<file path="src/rtl/ram_dp_clr_if.sv">
// Port bundle for ram_dp_clr: write/read/clear requests in, registered read data and status out.
interface ram_dp_clr_if #(
  parameter int AW = 3,
  parameter int DW = 4
);
  logic          wr_en;
  logic [AW-1:0] wr_addr;
  logic [DW-1:0] wr_data;
  logic          rd_en;
  logic [AW-1:0] rd_addr;
  logic          clr_req;
  logic [DW-1:0] rd_data;
  logic          rd_valid;
  logic          busy;

  modport master (
    output wr_en, wr_addr, wr_data, rd_en, rd_addr, clr_req,
    input  rd_data, rd_valid, busy
  );

  modport slave (
    input  wr_en, wr_addr, wr_data, rd_en, rd_addr, clr_req,
    output rd_data, rd_valid, busy
  );
endinterface

</file>
<file path="src/rtl/ram_dp_clr.sv">
// Simple dual-port RAM with registered read, optional read-during-write bypass
// and a clear sequencer that fills every word with INIT_VAL after reset or on request.
//
// state   | meaning
// S_IDLE  | normal operation, write and read ports serviced
// S_CLEAR | sweeping INIT_VAL into mem[r_cnt], port requests ignored
module ram_dp_clr #(
  parameter int              AW       = 3,
  parameter int              DW       = 4,
  parameter bit              BYPASS   = 1'b1,
  parameter logic [DW-1:0]   INIT_VAL = '0
) (
  input  logic        clk,
  input  logic        reset,
  ram_dp_clr_if.slave bus
);
  localparam int DEPTH = 2 ** AW;

  typedef enum logic {S_IDLE, S_CLEAR} state_t;

  state_t        r_state, w_state_nxt;
  logic [AW-1:0] r_cnt, w_cnt_nxt;
  logic [DW-1:0] r_mem [DEPTH];
  logic          w_mem_we;
  logic [AW-1:0] w_mem_addr;
  logic [DW-1:0] w_mem_data;
  logic          w_rd_go;
  logic          w_hit;
  logic [DW-1:0] r_rd_data;
  logic          r_rd_valid;

  always_ff @(posedge clk or negedge reset) begin
    if (!reset) begin
      r_state <= S_CLEAR;
      r_cnt   <= '0;
    end else begin
      r_state <= w_state_nxt;
      r_cnt   <= w_cnt_nxt;
    end
  end

  always_comb begin
    w_state_nxt = r_state;
    w_cnt_nxt   = r_cnt;
    w_mem_we    = 1'b0;
    w_mem_addr  = bus.wr_addr;
    w_mem_data  = bus.wr_data;
    w_rd_go     = 1'b0;
    case (r_state)
      S_CLEAR: begin
        w_mem_we   = 1'b1;
        w_mem_addr = r_cnt;
        w_mem_data = INIT_VAL;
        if (r_cnt == AW'(DEPTH - 1)) begin
          w_state_nxt = S_IDLE;
          w_cnt_nxt   = '0;
        end else begin
          w_cnt_nxt = r_cnt + AW'(1);
        end
      end
      S_IDLE: begin
        // a clear request wins over any port access on the same edge
        if (bus.clr_req) begin
          w_state_nxt = S_CLEAR;
          w_cnt_nxt   = '0;
        end else begin
          w_mem_we = bus.wr_en;
          w_rd_go  = bus.rd_en;
        end
      end
      default: w_state_nxt = S_CLEAR;
    endcase
  end

  // storage is not reset; the sweep initialises it
  always_ff @(posedge clk) begin
    if (w_mem_we) r_mem[w_mem_addr] <= w_mem_data;
  end

  assign w_hit = BYPASS && bus.wr_en && (bus.wr_addr == bus.rd_addr);

  always_ff @(posedge clk or negedge reset) begin
    if (!reset) begin
      r_rd_data  <= '0;
      r_rd_valid <= 1'b0;
    end else begin
      r_rd_valid <= w_rd_go;
      if (w_rd_go) r_rd_data <= w_hit ? bus.wr_data : r_mem[bus.rd_addr];
    end
  end

  assign bus.rd_data  = r_rd_data;
  assign bus.rd_valid = r_rd_valid;
  assign bus.busy     = (r_state == S_CLEAR);
endmodule

</file>
<file path="src/flat_wrapper.sv">
// flat-port wrapper written by rule: the top's interface ports become plain ports
module ram_dp_clr_flat 
#(
  parameter int              AW       = 3,
  parameter int              DW       = 4,
  parameter bit              BYPASS   = 1'b1,
  parameter logic [DW-1:0]   INIT_VAL = '0
)
  (clk, reset, bus_wr_en, bus_wr_addr, bus_wr_data, bus_rd_en, bus_rd_addr, bus_clr_req, bus_rd_data, bus_rd_valid, bus_busy);
  ram_dp_clr_if #(.AW(AW), .DW(DW)) bus_i ();
  input  logic clk;
  input  logic reset;
  input wire logic [$bits(bus_i.wr_en)-1:0] bus_wr_en;
  input wire logic [$bits(bus_i.wr_addr)-1:0] bus_wr_addr;
  input wire logic [$bits(bus_i.wr_data)-1:0] bus_wr_data;
  input wire logic [$bits(bus_i.rd_en)-1:0] bus_rd_en;
  input wire logic [$bits(bus_i.rd_addr)-1:0] bus_rd_addr;
  input wire logic [$bits(bus_i.clr_req)-1:0] bus_clr_req;
  output wire logic [$bits(bus_i.rd_data)-1:0] bus_rd_data;
  output wire logic [$bits(bus_i.rd_valid)-1:0] bus_rd_valid;
  output wire logic [$bits(bus_i.busy)-1:0] bus_busy;
  assign bus_i.wr_en = bus_wr_en;
  assign bus_i.wr_addr = bus_wr_addr;
  assign bus_i.wr_data = bus_wr_data;
  assign bus_i.rd_en = bus_rd_en;
  assign bus_i.rd_addr = bus_rd_addr;
  assign bus_i.clr_req = bus_clr_req;
  assign bus_rd_data = bus_i.rd_data;
  assign bus_rd_valid = bus_i.rd_valid;
  assign bus_busy = bus_i.busy;
  ram_dp_clr #(.AW(AW), .DW(DW), .BYPASS(BYPASS), .INIT_VAL(INIT_VAL)) u_core (.clk(clk), .reset(reset), .bus(bus_i));
endmodule
</file>
<file path="config.mk">
export PLATFORM = sky130hd
export DESIGN_NAME = ram_dp_clr_flat
export DESIGN_NICKNAME = d
export VERILOG_FILES = /design/src/rtl/ram_dp_clr_if.sv /design/src/rtl/ram_dp_clr.sv /design/src/flat_wrapper.sv
export SDC_FILE = /design/constraint.sdc
export NUM_CORES = 1
export LEC_CHECK = 0
export ABC_CLOCK_PERIOD_IN_PS = 2550
export CAP_MARGIN = 10
export CORE_UTILIZATION = 39
export DETAILED_ROUTE_END_ITERATION = 16
export DONT_BUFFER_PORTS = 1
export GPL_TIMING_DRIVEN = 0
export PLACE_DENSITY_LB_ADDON = 0.05
export REMOVE_ABC_BUFFERS = 1
export SYNTH_ARGS = -nofsm -noshare
export SYNTH_HDL_FRONTEND = slang
export SYNTH_SLANG_ARGS = --single-unit
export TNS_END_PERCENT = 50
</file>
<file path="constraint.sdc">
create_clock -name clk -period 2.55 [get_ports clk]
set_input_delay 0.255 -clock clk [delete_from_list [all_inputs] [get_ports clk]]
set_output_delay 0.255 -clock clk [all_outputs]
set_load 0.005 [all_outputs]
</file>
Word level (Yosys, flattened, before mapping). Memories as Yosys holds them, arrays and structs flattened. A register that Yosys moved wholly into a read port is not among the register bits. Cells that the tools add are included.

Add/subtract/negate cells: 1. Multiply operators: 0. Divide/modulo/power cells: 0. $lt $le $gt $ge: 0. Eq/ne operators: 2. Shift-type cells: 0. Muxes and demuxes: 14. Bitwise gates (word level): 1. Reductions and logical operators: 1.

Operator list (number): $mux 3 (3); $mux 1 (7); $pmux 3 s2 (1); $mux 4 (1); $pmux 1 s2 (2); $add 3x1->3 const B (1); $eq 3x3->1 const B (1); $ne 2x2->1 const B (1); $logic_not 1->1 (1); $not 1->1 (1).

Flip-flop bits (word level): 5. Bits in latches: 0. Bits in writable memories: 32. Bits in read-only memories: 0. Input bits: 15. Output and inout bits: 6. Logic and storage cells: 23. Memories kept: 1.

Memories: u_core.r_mem (depth 8, width 4, rd ports 1, clocked after Yosys merged registers in 1, wr ports 1, line ram_dp_clr.sv:23) `logic [DW-1:0] r_mem [DEPTH];`.

Longest topological paths before layout. Gate-level depths: netlist of run 1.

Word-level depth: 4. Mapped depth: 7. Mapped depth without buffers: 6.

Least setup slack after synthesis of run 1. OpenSTA, ideal clock, no wires.

Path kind: reg2reg. From: register u_core.r_state (netlist: u_core.bus.busy). To: register u_core.r_rd_data[0] (netlist: u_core.bus.rd_data[0]), read port of u_core.r_mem. Setup time: 124 ps. Arrival time: 1658 ps. Setup slack: 768 ps. Cell stages (with the launch flop): 6. Period minus slack after synthesis: 1782 ps. Cell sequence: dfstp_2 buf_2 mux2i_1 xor2_1 a311oi_1 a211o_1.

Longest elaborated chain between the ends: 1.

Ends and longest elaborated chain: start, declared (line ram_dp_clr.sv:21) `state_t r_state, w_state_nxt;`; start signal, assigned (line ram_dp_clr.sv:37) `r_state <= w_state_nxt;`; $mux 1 (line ram_dp_clr.sv:49) `case (r_state)`; end, declared (line ram_dp_clr.sv:29) `logic [DW-1:0] r_rd_data;`.

No other way between the ends. A chain may end at the register's enable or synchronous reset.

Worst setup path after layout of run 1. Same ends and word-level chain as after synthesis.

==> impl_metrics.env, run 1 <==
export IMPL_crit_type="register to register"
export IMPL_crit_required_ps=2740
export IMPL_status="finished, final reports clean"
export IMPL_final_cell_mix="32 x edfxtp_1, 18 x mux2i_1, 13 x nor2_1, 8 x dfrtp_1"
export IMPL_met1_usage=0.215
export IMPL_drc=0
export IMPL_switching_power_w=0.000792
export IMPL_overflow=0
export IMPL_synthCells=130
export IMPL_viasPerCell=5.72
export IMPL_max_freq_ghz=0.477
export IMPL_worst_pin_slew_ps=858
export IMPL_crit_family="flip-flops"
export IMPL_die_h_um=71.8
export IMPL_area_growth_pct=7.84
export IMPL_hp_class="input port to register"
export IMPL_port_buffers=0
export IMPL_pwr_share_comb=0.283
export IMPL_p_leak_nw=0.773
export IMPL_antenna_found_initial=0
export IMPL_grt_pass1_wl_um=5710
export IMPL_crit_path_start_kind="register"
export IMPL_post_cts_setup_buffers=0
export IMPL_clock_sinks=41
export IMPL_critical_path_cell_count=4
export IMPL_initial_core_util=0.405
export IMPL_num_antenna_cells=0
export IMPL_seq_area_frac_synth=0.625
export IMPL_internal_power_w=0.00157
export IMPL_dp_slack_ps=510
export IMPL_drive_gt1_frac=0.104
export IMPL_crit_path_top_delay_cell="dfstp_2"
export IMPL_period_needed_ps=2100
export IMPL_cp_end_kind="register"
export IMPL_first_global_vias=1041
export IMPL_ir_worst_vdd_uv=447
export IMPL_routed_wl_um=3620
export IMPL_initialDrtViolationCount=91
export IMPL_vias=1076
export IMPL_dieArea_mm2=0.00515
export IMPL_ys_warn_count=0
export IMPL_cts_repair_resized=0
export IMPL_clk_latency_ps=290
export IMPL_cts_hold_buf=1
export IMPL_grt_max_degree=23
export IMPL_io_pins=21
export IMPL_clk_pin_slew_ps=80
export IMPL_cts_buffers=5
export IMPL_syn_avg_cell_area_um2=14.6
export IMPL_first_pass_iters=4
export IMPL_hold_slack_ps=202
export IMPL_design_area_mm2=0.00205
export IMPL_worst_slack_ps=452
export IMPL_dp_hpwl_um=2580
export IMPL_max_stage_delay_ps=790
export IMPL_clkPwrFrac=0.222
export IMPL_die_w_um=71.8
export IMPL_worst_path_buf_inv=0
export IMPL_gp_congestion=0.812
export IMPL_worstPathArrival_ps=2280
export IMPL_p_per_area_mw_per_mm2=1160
export IMPL_slew_viol_final=0
export IMPL_p_seq_frac=0.496
export IMPL_finalSetupViolations=0
export IMPL_use_met2=0.233
export IMPL_synth_area_mm2=0.00190
export IMPL_swShare=0.335
export IMPL_rows=25
export IMPL_final_common_cell="edfxtp_1"
export IMPL_path_cells="mux2i_1 -> xor2_1 -> a311oi_1 -> a211o_1"
export IMPL_fin_nets=150
export IMPL_grtUsageMet3=0.0450
export IMPL_top_usage_layer="met2"
export IMPL_antenna_left=0
export IMPL_place_area_mm2=0.00192
export IMPL_synth_cell_type_count=29
export IMPL_hold_viol=0
export IMPL_clockRootBuffer="clkbuf_8"
export IMPL_fin_crit_sh=0.823
export IMPL_fillers=425
export IMPL_rsz0062_at_grt="false"
export IMPL_clockBufferDepth=2
export IMPL_relSlewSlack=0.427
export IMPL_ys_seq_elements=41
export IMPL_fp_coreArea_mm2=0.00469
export IMPL_setup_tns_ps=0
export IMPL_finClkSkew_ps=5.69
export IMPL_grt_usage=0.156
export IMPL_min_path_cells=2
export IMPL_rr_worst_depth=4
export IMPL_critPathMaxFanout=22
export IMPL_wire_per_inst_um=19.2
export IMPL_cts_tree="yes"
export IMPL_drv_cap=0
export IMPL_htree_levels=2
cell usage after synthesis (all sizes together):
cell type / n / area [um2]
edfxtp: 32 / 961
mux2i: 18 / 180
nor2: 13 / 48.8
dfrtp: 8 / 200
nand2: 6 / 22.5
nor2b: 6 / 37.5
buf: 5 / 43.8
inv: 5 / 18.8
a211o: 4 / 35.0
a311oi: 4 / 35.0
mux4: 4 / 90.1
nor4: 4 / 25.0
a21oi: 3 / 15.0
a22o: 2 / 17.5
a32oi: 2 / 17.5
ha: 2 / 25.0
xnor2: 2 / 17.5
xor2: 2 / 17.5
a21bo: 1 / 10.0
a22oi: 1 / 7.51
a32o: 1 / 10.0
dfstp: 1 / 26.3
nor4b: 1 / 8.76
nor4bb: 1 / 10.0
o32a: 1 / 10.0
o32ai: 1 / 8.76
worst register-to-register path, delay by kind of cell (launching register included):
family	cells	cell delay [ps]
AO/OA/AOI/OAI	2	470
multiplexers	1	410
flip-flops	1	790
XOR/XNOR	1	330
final timing paths:
check	from	end	slack, ps
setup / recovery	u_core.bus.busy	u_core.bus.rd_data[0]	450
hold / removal	bus_clr_req	u_core.bus.busy	200
setup reg to reg	u_core.bus.busy	u_core.bus.rd_data[0]	450
hold reg to reg	u_core.bus.rd_data[3]	u_core.bus.rd_data[3]	530
max in group asynchronous	reset	u_core.bus.busy	1910
min in group asynchronous	reset	u_core.r_cnt[1]	320
cells by family after synthesis:
family | after synthesis | share of synthesized area
flops | 41 | 0.625
buf+inv | 10 | 0.0329
simple gates | 31 | 0.0804
xor+xnor | 4 | 0.0184
mux | 22 | 0.142
compound gates | 20 | 0.0876
fa+ha+maj | 2 | 0.0132
cell type report:
type / count / area [um2] / area share
sequential: 41 / 1190 / 0.580
multi-input combinational: 79 / 649 / 0.317
clock buffer: 5 / 68.8 / 0.0336
tap: 54 / 67.6 / 0.0330
clock inverter: 3 / 46.3 / 0.0226
inverter: 5 / 18.8 / 0.00916
timing repair buffer: 1 / 10.0 / 0.00489
state kept, by name, summed over array words and instances, names as in the netlist:
signal and flops:
u_core.bus.rd_data 4, u_core.r_mem 32, u_core.bus.rd_valid 1, u_core.bus.busy 1, u_core.r_cnt 3
routing by layer:
metal,part of all wire,up-vias
li1,-,511
met1,0.50,538
met2,0.44,22
met3,0.038,5
met4,0.016,0
met5,0,-
power by group through the flow:
stage,clock [W],sequential (W),combinational [W]
after floorplan,0,0.00115,0.000504
after global placement,0,0.00118,0.000648
after detailed placement,0,0.00119,0.000663
after CTS,0.000534,0.00117,0.000671
after global routing,0.000566,0.00120,0.000742
final,0.000524,0.00117,0.000669
metrics by stage:
step	utilization	total power, W	instances
after floorplan	-	0.00165	125
after global placement	0.410	0.00183	179
after detailed placement	0.410	0.00185	179
after CTS	0.437	0.00238	188
after global routing	0.437	0.00251	188
final	0.437	0.00237	188
Note: power is estimated with default switching activity, not from simulation.
==> inputs of run 2 (changes only) <==
ABC_CLOCK_PERIOD_IN_PS = 2000   (was 2550)
clock period = 2 ns   (was 2.55 ns; I/O delays follow)
==> impl_metrics.env, run 2 (same netlist as run 1, synthesis figures left out) <==
export IMPL_max_stage_delay_ps=760
export IMPL_critical_path_cell_count=4
export IMPL_grt_usage=0.156
export IMPL_period_needed_ps=1930
export IMPL_top_layer="met4"
export IMPL_finClkSkew_ps=5.85
export IMPL_drv_cap=0
export IMPL_path_cells="mux2i_2 -> xor2_2 -> a311oi_1 -> a211o_1"
export IMPL_initial_core_util=0.405
export IMPL_final_cell_mix="32 x edfxtp_1, 16 x mux2i_1, 8 x nor2_1, 8 x dfrtp_1"
export IMPL_min_path_cells=2
export IMPL_clk_latency_ps=290
export IMPL_grt_max_degree=23
export IMPL_crit_path_top_delay_cell="dfstp_4"
export IMPL_cp_end_kind="register"
export IMPL_dieArea_mm2=0.00515
export IMPL_overflow=0
export IMPL_design_area_mm2=0.00209
export IMPL_final_common_cell="edfxtp_1"
export IMPL_status="finished, final reports clean"
export IMPL_grt_pass1_wl_um=5740
export IMPL_worstPathArrival_ps=2120
export IMPL_rr_worst_depth=4
export IMPL_io_pins=21
export IMPL_setup_tns_ps=0
export IMPL_clockRootBuffer="clkbuf_8"
export IMPL_port_buffers=0
export IMPL_crit_required_ps=2190
export IMPL_clockBufferDepth=2
export IMPL_drc=0
export IMPL_place_area_mm2=0.00192
export IMPL_met2_length_um=1650
export IMPL_regMostFlops="u_core.r_mem"
export IMPL_num_antenna_cells=0
export IMPL_htree_levels=2
export IMPL_cts_buffers=5
export IMPL_dp_hpwl_um=2580
export IMPL_drive_gt1_frac=0.179
export IMPL_hp_class="input port to register"
export IMPL_wl_met1_um=1790
export IMPL_stdcell_count=188
export IMPL_gp_congestion=0.812
export IMPL_hold_slack_ps=149
export IMPL_die_h_um=71.8
export IMPL_area_growth_pct=10.2
export IMPL_die_w_um=71.8
export IMPL_fin_crit_sh=0.965
export IMPL_largest_reg_flops=32
export IMPL_clk_pin_slew_ps=80
export IMPL_worst_path_buf_inv=0
export IMPL_first_global_vias=1048
export IMPL_clock_sinks=41
export IMPL_dp_cells=179
export IMPL_ir_worst_vdd_uv=589
export IMPL_crit_path_start_kind="register"
export IMPL_worst_pin_slew_ps=846
export IMPL_antenna_left=0
export IMPL_critPathMaxFanout=22
export IMPL_antenna_found_initial=0
export IMPL_viasPerCell=5.78
export IMPL_route_met3_wl_um=120
export IMPL_cts_tree="yes"
export IMPL_vias=1086
export IMPL_routed_wl_um=3620
export IMPL_hold_viol=0
export IMPL_finalSetupViolations=0
export IMPL_crit_family="flip-flops"
export IMPL_fp_coreArea_mm2=0.00469
export IMPL_rsz0062_at_grt="true"
export IMPL_p_per_area_mw_per_mm2=1480
export IMPL_rows=25
export IMPL_first_pass_iters=4
export IMPL_relSlewSlack=0.435
export IMPL_fin_nets=150
export IMPL_max_freq_ghz=0.518
export IMPL_slew_viol_final=0
export IMPL_initialDrtViolationCount=89
export IMPL_wire_per_inst_um=19.3
export IMPL_p_leak_nw=0.767
export IMPL_crit_type="register to register"
[run 2: cell counts in the layout (fill, tap and decap cells not counted)]
No cell type changed its count.
[run 2: where the power goes]
group	switching, W	internal [W]	total [W]
clock network	0.000296	0.000373	0.000669
registers	0.000194	0.00131	0.00151
logic	0.000563	0.000360	0.000923
total	0.00105	0.00205	0.00310
[run 2: timing repair]
action / in CTS / in global routing
hold buffers: 1 / 0
setup endpoints to repair: 4 / 20
hold endpoints to repair: 9 / 0
setup buffers: 0 / 0
pin swaps: 0 / 1
gates resized for setup: 3 / 8
[run 2: final timing paths]
path / slack (ps) / startpoint / endpoint
setup / recovery: 70 / u_core.bus.busy / u_core.bus.rd_data[0]
hold / removal: 150 / bus_clr_req / u_core.bus.busy
setup reg to reg: 70 / u_core.bus.busy / u_core.bus.rd_data[0]
hold reg to reg: 530 / u_core.bus.rd_data[3] / u_core.bus.rd_data[3]
max in group asynchronous: 1410 / reset / u_core.bus.busy
min in group asynchronous: 270 / reset / u_core.r_cnt[1]
[run 2: cell type report]
cell class                      instances  area [um2]
Fill cell                             423        2600
Clock buffer                            5        68.8
Clock inverter                          3        46.3
Tap cell                               54        67.6
Sequential cell                        41        1190
Inverter                                5        18.8
Timing Repair Buffer                    1        10.0
Multi-Input combinational cell         79         691
[run 2: metal layers]
layer	GRT usage	vias to the layer above
met2	0.233	20
met3	0.0450	5
met1	0.217	546
li1	-	515
met5	0	-
met4	0.0588	0
[run 2: per-stage QoR]
| stage | power (W) | utilization | worst slack, ps |
|---|---|---|---|
| 2_1_floorplan | 0.00211 | - | 218 |
| 3_3_place_gp | 0.00233 | 0.410 | 10.3 |
| 3_5_place_dp | 0.00236 | 0.410 | -40.2 |
| 4_1_cts | 0.00305 | 0.439 | 4.86 |
| 5_1_grt | 0.00328 | 0.446 | -9.98 |
| 6_report | 0.00310 | 0.446 | 70.1 |
